`config.mk`:
```
export PLATFORM = sky130hd
export DESIGN_NAME = pc_fetch_unit
export DESIGN_NICKNAME = d
export VERILOG_FILES = /design/src/rtl/pc_fetch_unit.sv
export SDC_FILE = /design/constraint.sdc
export NUM_CORES = 1
export LEC_CHECK = 0
export CELL_PAD_IN_SITES_DETAIL_PLACEMENT = 0
export CELL_PAD_IN_SITES_GLOBAL_PLACEMENT = 1
export CORE_MARGIN = 4
export CORE_UTILIZATION = 37
export CTS_CLUSTER_SIZE = 12
export DETAILED_ROUTE_END_ITERATION = 8
export PLACE_DENSITY_LB_ADDON = 0.25
export SETUP_SLACK_MARGIN = 0.4
export SKIP_CTS_REPAIR_TIMING = 1
export SYNTH_ARGS = -nofsm -noshare
export SYNTH_HDL_FRONTEND = slang
export SYNTH_SLANG_ARGS = --single-unit
```
`constraint.sdc`:
```
create_clock -name clk -period 3.75 [get_ports clk]
set_input_delay 0.5625 -clock clk [delete_from_list [all_inputs] [get_ports clk]]
set_output_delay 0.5625 -clock clk [all_outputs]
set_load 0.02 [all_outputs]
```
`src/rtl/pc_fetch_unit.sv`:
```
// pc_fetch_unit: holds the PC, runs the instruction-memory read handshake and buffers one tagged instruction for decode
module pc_fetch_unit #(
    parameter int ADDR_W  = 8,
    parameter int INSTR_W = 16
) (
    input  logic               clk,
    input  logic               reset_n,
    input  logic               enable,
    input  logic               redirect_valid,
    input  logic [ADDR_W-1:0]  redirect_addr,
    output logic               imem_req,
    output logic [ADDR_W-1:0]  imem_addr,
    input  logic               imem_ack,
    input  logic [INSTR_W-1:0] imem_rdata,
    output logic               instr_valid,
    input  logic               instr_ready,
    output logic [INSTR_W-1:0] instr_data,
    output logic [ADDR_W-1:0]  instr_pc,
    output logic [ADDR_W-1:0]  pc_out,
    output logic               wrap_flag
);
    typedef enum logic [1:0] {IDLE, FETCH, DISCARD} state_t;

    state_t             state, state_n;
    logic [ADDR_W-1:0]  pc, pc_n, addr_n, ipc_n;
    logic [INSTR_W-1:0] data_n;
    logic               req_n, valid_n, wrap_n, buf_free;

    assign buf_free = !instr_valid || instr_ready;
    assign pc_out   = pc;

    // register state and every output; reset abandons any outstanding fetch
    always_ff @(posedge clk or negedge reset_n) begin
        if (!reset_n) begin
            state       <= IDLE;
            pc          <= '0;
            imem_req    <= 1'b0;
            imem_addr   <= '0;
            instr_valid <= 1'b0;
            instr_data  <= '0;
            instr_pc    <= '0;
            wrap_flag   <= 1'b0;
        end else begin
            state       <= state_n;
            pc          <= pc_n;
            imem_req    <= req_n;
            imem_addr   <= addr_n;
            instr_valid <= valid_n;
            instr_data  <= data_n;
            instr_pc    <= ipc_n;
            wrap_flag   <= wrap_n;
        end
    end

    // next state: a redirect always wins over capture and consume; an in-flight read is drained in DISCARD
    always_comb begin
        state_n = state;
        pc_n    = pc;
        req_n   = imem_req;
        addr_n  = imem_addr;
        valid_n = instr_valid;
        data_n  = instr_data;
        ipc_n   = instr_pc;
        wrap_n  = wrap_flag;
        if (redirect_valid) begin
            pc_n    = redirect_addr;
            valid_n = 1'b0;
            if (state != IDLE && imem_ack) begin
                state_n = IDLE;
                req_n   = 1'b0;
            end else if (state == FETCH) begin
                state_n = DISCARD;
            end
        end else begin
            if (instr_valid && instr_ready)
                valid_n = 1'b0;
            case (state)
                IDLE: begin
                    if (enable && buf_free) begin
                        state_n = FETCH;
                        req_n   = 1'b1;
                        addr_n  = pc;
                    end
                end
                FETCH: begin
                    if (imem_ack) begin
                        state_n = IDLE;
                        req_n   = 1'b0;
                        valid_n = 1'b1;
                        data_n  = imem_rdata;
                        ipc_n   = imem_addr;
                        pc_n    = imem_addr + 1'b1;
                        wrap_n  = wrap_flag || (&imem_addr);
                    end
                end
                DISCARD: begin
                    if (imem_ack) begin
                        state_n = IDLE;
                        req_n   = 1'b0;
                    end
                end
                default: begin
                    state_n = IDLE;
                    req_n   = 1'b0;
                end
            endcase
        end
    end
endmodule

```
# ---- Word level (Yosys, flattened, before mapping)
# Cells that the tools add are included.
dict set report op_classes {
  n_eq_ne 6
  addsub 1
  mux 18
  reduce_logical 17
  bitwise 1
}
# op n
set ops {}
lappend ops {{8-bit two-way mux} 3}
lappend ops {{3-bit AND reduction} 4}
lappend ops {{2-bit two-way mux} 5}
lappend ops {{8-bit by 1-bit adder with 8-bit output, second input constant} 1}
lappend ops {{1-bit two-way mux} 8}
lappend ops {{8-bit AND reduction} 1}
lappend ops {{3-bit by 1-bit inequality test with 1-bit output, second input constant} 2}
lappend ops {{2-bit nonzero test} 3}
lappend ops {{2-bit one-hot mux with 2 select lines} 1}
lappend ops {{1-bit logical AND} 3}
lappend ops {{3-bit inequality test, second input constant} 1}
lappend ops {{2-bit by 1-bit == test with 1-bit output, second input constant} 1}
lappend ops {{2-bit == test, second input constant} 1}
lappend ops {{2-bit zero test} 1}
lappend ops {{1-bit logical OR} 2}
lappend ops {{2-bit by 1-bit inequality test with 1-bit output, second input constant} 1}
lappend ops {{1-bit one-hot mux with 2 select lines} 1}
lappend ops {{2-bit AND reduction} 1}
lappend ops {{2-bit OR reduction} 1}
lappend ops {{1-bit zero test} 1}
lappend ops {{1-bit NOT} 1}
dict set report totals {
  ff_bits 45
  word_cells 51
  inputBits 30
  out_inout_bits 43
}

# ---- Logic depth before layout (Yosys ltp)
dict set report logic_depth {
  depth_word 6
  mapped_depth 7
  depth_no_buf 6
}

# ---- Worst setup path before layout
# Ideal clock, no wire load.
dict set report synth_timing {
  path_type {reg2reg}
  start {reg state[1]}
  end {reg instr_data[0]}
  t_required_ps 3625
  path_buffers 2
  synth_period_minus_slack_ps 1602
  path_stages_with_launch 8
  arrival_ps 1477
  setup_time_ps 125
  slack_ps 2148
  cell_sequence {dfrtp_1 inv_1 ha_1 nand2_2 or2_1 buf_6 buf_6 mux2_4}
}
dict set report synth_via {
  elab_chain_len 2
}
# element line_no
set synth_rtl {}
lappend synth_rtl {{from (decl)} 24} ;# state_t state, state_n;
lappend synth_rtl {{from (signal assigned)} 44} ;# state <= state_n;
lappend synth_rtl {{2-bit by 1-bit == test with 1-bit output} 77} ;# case (state)
lappend synth_rtl {{3-bit AND reduction (no source line)} -}
lappend synth_rtl {{to (signal assigned)} 49} ;# instr_data <= data_n;
lappend synth_rtl {{to (decl)} 17} ;# output logic [INSTR_W-1:0] instr_data,
# Every way passes these cells.
# A chain may end at the register's enable or synchronous reset.

# ---- Final worst setup path
dict set report layout_timing {
  start {in redirect_valid}
  end {reg instr_data[14]}
}
dict set report layout_via {
  elab_chain_len 2
}
# element line_no
set layout_rtl {}
lappend layout_rtl {{from (decl)} 9} ;# input logic redirect_valid,
lappend layout_rtl {{1-bit NOT (no source line)} -}
lappend layout_rtl {{3-bit AND reduction (no source line)} -}
# Every way passes these cells.

==> summary by stage <==
Outcome
The run finished with clean final reports.

Clocking
The buffer cell driving the clock tree root is clkbuf_8. The clock passes through at most 2 buffers. The clock transition time at the flip-flop clock pins of the worst setup and hold paths is 0.08 ns. The clock tree from TritonCTS is done. In this run the number of H-tree levels came out at 2. The count of clock tree sinks is 45.

The clock latency reported for the late side of the worst-skew pair is 0.29 ns. In this run, CTS created clock tree buffers numbering 5.

Synthesis
The share of the Yosys chip area taken by registers is 0.5532. Synthesis produced 155 cells. The cell area after synthesis is 2036 µm². The number of flip-flops and latches in the synthesized netlist is between 40 and 50. The Yosys step of the flow raised 0 warnings. The average size of a mapped cell is between 10 and 15 µm². The number of nets in the synthesized netlist is 188. Yosys mapped the design onto 29 distinct sky130hd cell types.

Floorplan
The floorplan step set the die height to slightly above 80 µm. The number of placement rows is 26. The initial utilization of the core area, before any placement, comes to 0.3911. During I/O placement, the number of pins put on the boundary was 73.

The total die area is ~6800 µm². The region available for standard cell placement spans 5205 µm². The die outline width is 82.18 µm.

Worst setup path
The worst setup slack for register-to-register paths is 1.80 ns. Tracing the worst setup path back leads to its startpoint at redirect_valid. The endpoint identified for the worst register-to-register timing path is instr_data[14].

The endpoint required time on the critical path is a little under 4 ns. The worst setup path is launched from a primary input. The endpoint kind of the worst setup timing path is a register. The setup path with the least slack is of type primary input to register. The launch instance of the worst register-to-register path is state[0]. Of all nets on the critical path, the largest fanout is 26. Data on the critical path arrives at its endpoint at 2.51 ns. The worst register-to-register path has a depth of 5. Following the worst setup path forward leads to its endpoint at instr_data[14].

Timing
At the pin with the least slew margin, the transition time is around 0.99 ns. Setup violations remaining at the end of the flow were counted as 0. Derived from the worst setup path, the maximum achievable clock frequency is 0.4284 GHz. The final period demand of the worst path is around 2.3 ns.

Clock skew on the completed layout was measured at around 0.006 ns. Measured against its own limit, the worst slew margin works out to 0.3401. Setup repair after global routing left no endpoint under its margin. The post-layout worst setup margin is 1.416 ns. The setup TNS is 0 ns. The final max-slew violation count came to 0. Of the available clock period, the critical path in the final layout requires 0.6225.

The final-report hold violation count is 0.

Global route
The total overflow left after global routing is 0. The number of global-route vias before repair is ~1400. The global-route wire length before repair is 7051 µm. The number of antenna violations at the first check in global routing is 0. Across every metal layer, demand over resource in global routing totals 0.1408. The maximum number of pins on one net before global-route repair is 46.

Placement
The number of cells in the design after placement is 292. Before CTS, the worst setup slack after placement is approximately 1.1 ns. Routability-driven placement finished with a final weighted congestion of between 0.7 and 0.8. The post-DP HPWL is 3164 µm. The number of buffer cells added on primary ports is 72. The post-detailed-placement cell area is 2800 µm².

Drt
The first detailed-routing pass took 2 iterations. The wire length reported by the detailed router is approximately 4500 µm. Across all layers, the routed design uses 1399 vias.

Once detail routing completed, the nets flagged for antenna violations numbered 0. The detailed router finished its first iteration with between 60 and 70 violations. In the final routed layout, each cell accounts on average for 15.02 µm. In the routed design, unresolved DRC markers number 0. The number of vias per cell is roughly 4.7.

Run
The number of max-cap violations is 0.

Power and ir drop
Total power for the finished layout comes to 2.305 mW. Across the VDD grid, the largest voltage drop is 0.0003660 V. For this design the ratio of total power to cell area is 798.4 nW/µm². The static leakage power is roughly 1.3 nW.

Cells and area
Summing all flip-flop and latch instances after layout gives around 1100 µm². The number of filler instances in the final layout is 485. 0 antenna diodes ended up in the layout. In the final layout, the share of cells above drive strength 1 is 0.1834. The combined area of the multi-input logic cells is 852.1 µm². From synthesis to final layout, the design area changed by 41.79%. At the end of the flow, the number of nets in the layout was roughly 260. The final design instance area without fill is 2887 µm². Leaving out filler cells and counting taps, the final layout contains 299.

Hold path
The class of the worst hold path is primary input to asynchronous set/reset pin.
sequential cells by signal, summed over array words and instances (netlist names):
| signal | cells |
|---|---|
| instr_data | 16 |
| imem_addr | 8 |
| instr_pc | 8 |
| pc_out | 8 |
| state | 2 |
| imem_req | 1 |
| instr_valid | 1 |
| wrap_flag | 1 |
per-layer routing:
| layer | track usage | routed length (µm) | vias to the layer above |
|---|---|---|---|
| li1 | - | - | 691 |
| met1 | 0.1884 | 2079 | 655 |
| met2 | 0.2205 | 2040 | 47 |
| met3 | 0.04664 | 331 | 6 |
| met4 | 0.03488 | 40 | 0 |
| met5 | 0 | 0 | - |
layout by cell type (no fill, tap or decap), types with 2 or more instances in the layout:
cell and count:
clkdlybuf4s50_1 71, dfrtp_1 45, mux2_4 19, mux2_2 13
nand2_1 11, nor2_1 10, a21oi_1 7, o21ai_0 6
clkbuf_8 6, nand2b_1 4, xnor2_1 4, nor3_1 4
inv_1 3, nand3_1 3, mux2i_1 3, ha_1 3
o21a_1 2, o31ai_1 2
cells in the mapped netlist:
cell        n  area (µm²)
nand2_1    11       41.29
mux2_4     19       285.3
nand4_1     1       6.260
nor3_1      4       20.02
dfrtp_1    45        1126
buf_2       1       5.000
a21oi_1     7       35.03
nor3b_1     1       7.510
nand2b_1    4       25.02
o21ai_0     6       30.03
ha_1        3       37.54
a2bb2oi_1   1       8.760
nand4b_2    1       15.01
a31oi_1     1       6.260
or2_1       1       6.260
buf_6       3       33.78
nand2_2     1       6.260
xnor2_1     4       35.03
inv_1       3       11.26
nor2_1     10       37.54
o21a_1      2       15.01
mux2_2     13       146.4
nand3_1     3       15.01
a221oi_1    1       8.760
o221ai_1    1       8.760
clkbuf_1    2       7.510
mux2i_1     3       30.03
a41o_1      1       10.01
o31ai_1     2       15.01
worst min path at each step:
stage,to,slack [ns],depth (start not counted),start
2_1_floorplan,imem_addr[0],0.27,0,reset_n
3_3_place_gp,wrap_flag,0.45,1,wrap_flag
3_5_place_dp,wrap_flag,0.46,1,wrap_flag
4_1_cts,pc_out[5],0.47,1,reset_n
5_1_grt,wrap_flag,0.51,1,wrap_flag
6_report,instr_data[5],0.44,1,reset_n
area by class of cell:
cell class	count	share of cell area
inverters	3	0.003901
well taps	70	0.03034
multi-input cells	101	0.2952
clock buffers	7	0.02991
flip-flops and latches	45	0.3901
repair buffers	73	0.2505
power breakdown:
group | switching, mW | internal [mW]
registers | 0.170 | 0.687
logic | 0.509 | 0.640
clock network | 0.152 | 0.146
kinds of logic (layout without fill, tap and decap cells):
kind of cell,Yosys count,after routing,share of synthesized area
AOI/OAI and AO/OA,22,22,0.06761
xor gates and xnor gates,4,4,0.01721
adders and majority gates,3,3,0.01844
buffers and inverters,9,83,0.02827
DFF,45,45,0.5532
muxes,35,35,0.2268
and+or+nand+nor,37,37,0.08851
critical path: stages:
cell,delay (ns)
clkdlybuf4s50_1,0.97
or2_1,0.19
buf_4,0.38
mux2_2,0.39
per-stage QoR:
stage            util  hold WS (ns)
2_1_floorplan       -        0.2669
3_3_place_gp   0.5380        0.4521
3_5_place_dp   0.5380        0.4637
4_1_cts        0.5546        0.4677
5_1_grt        0.5546        0.5054
6_report       0.5546        0.4363
(Power assumes the default switching activity.)
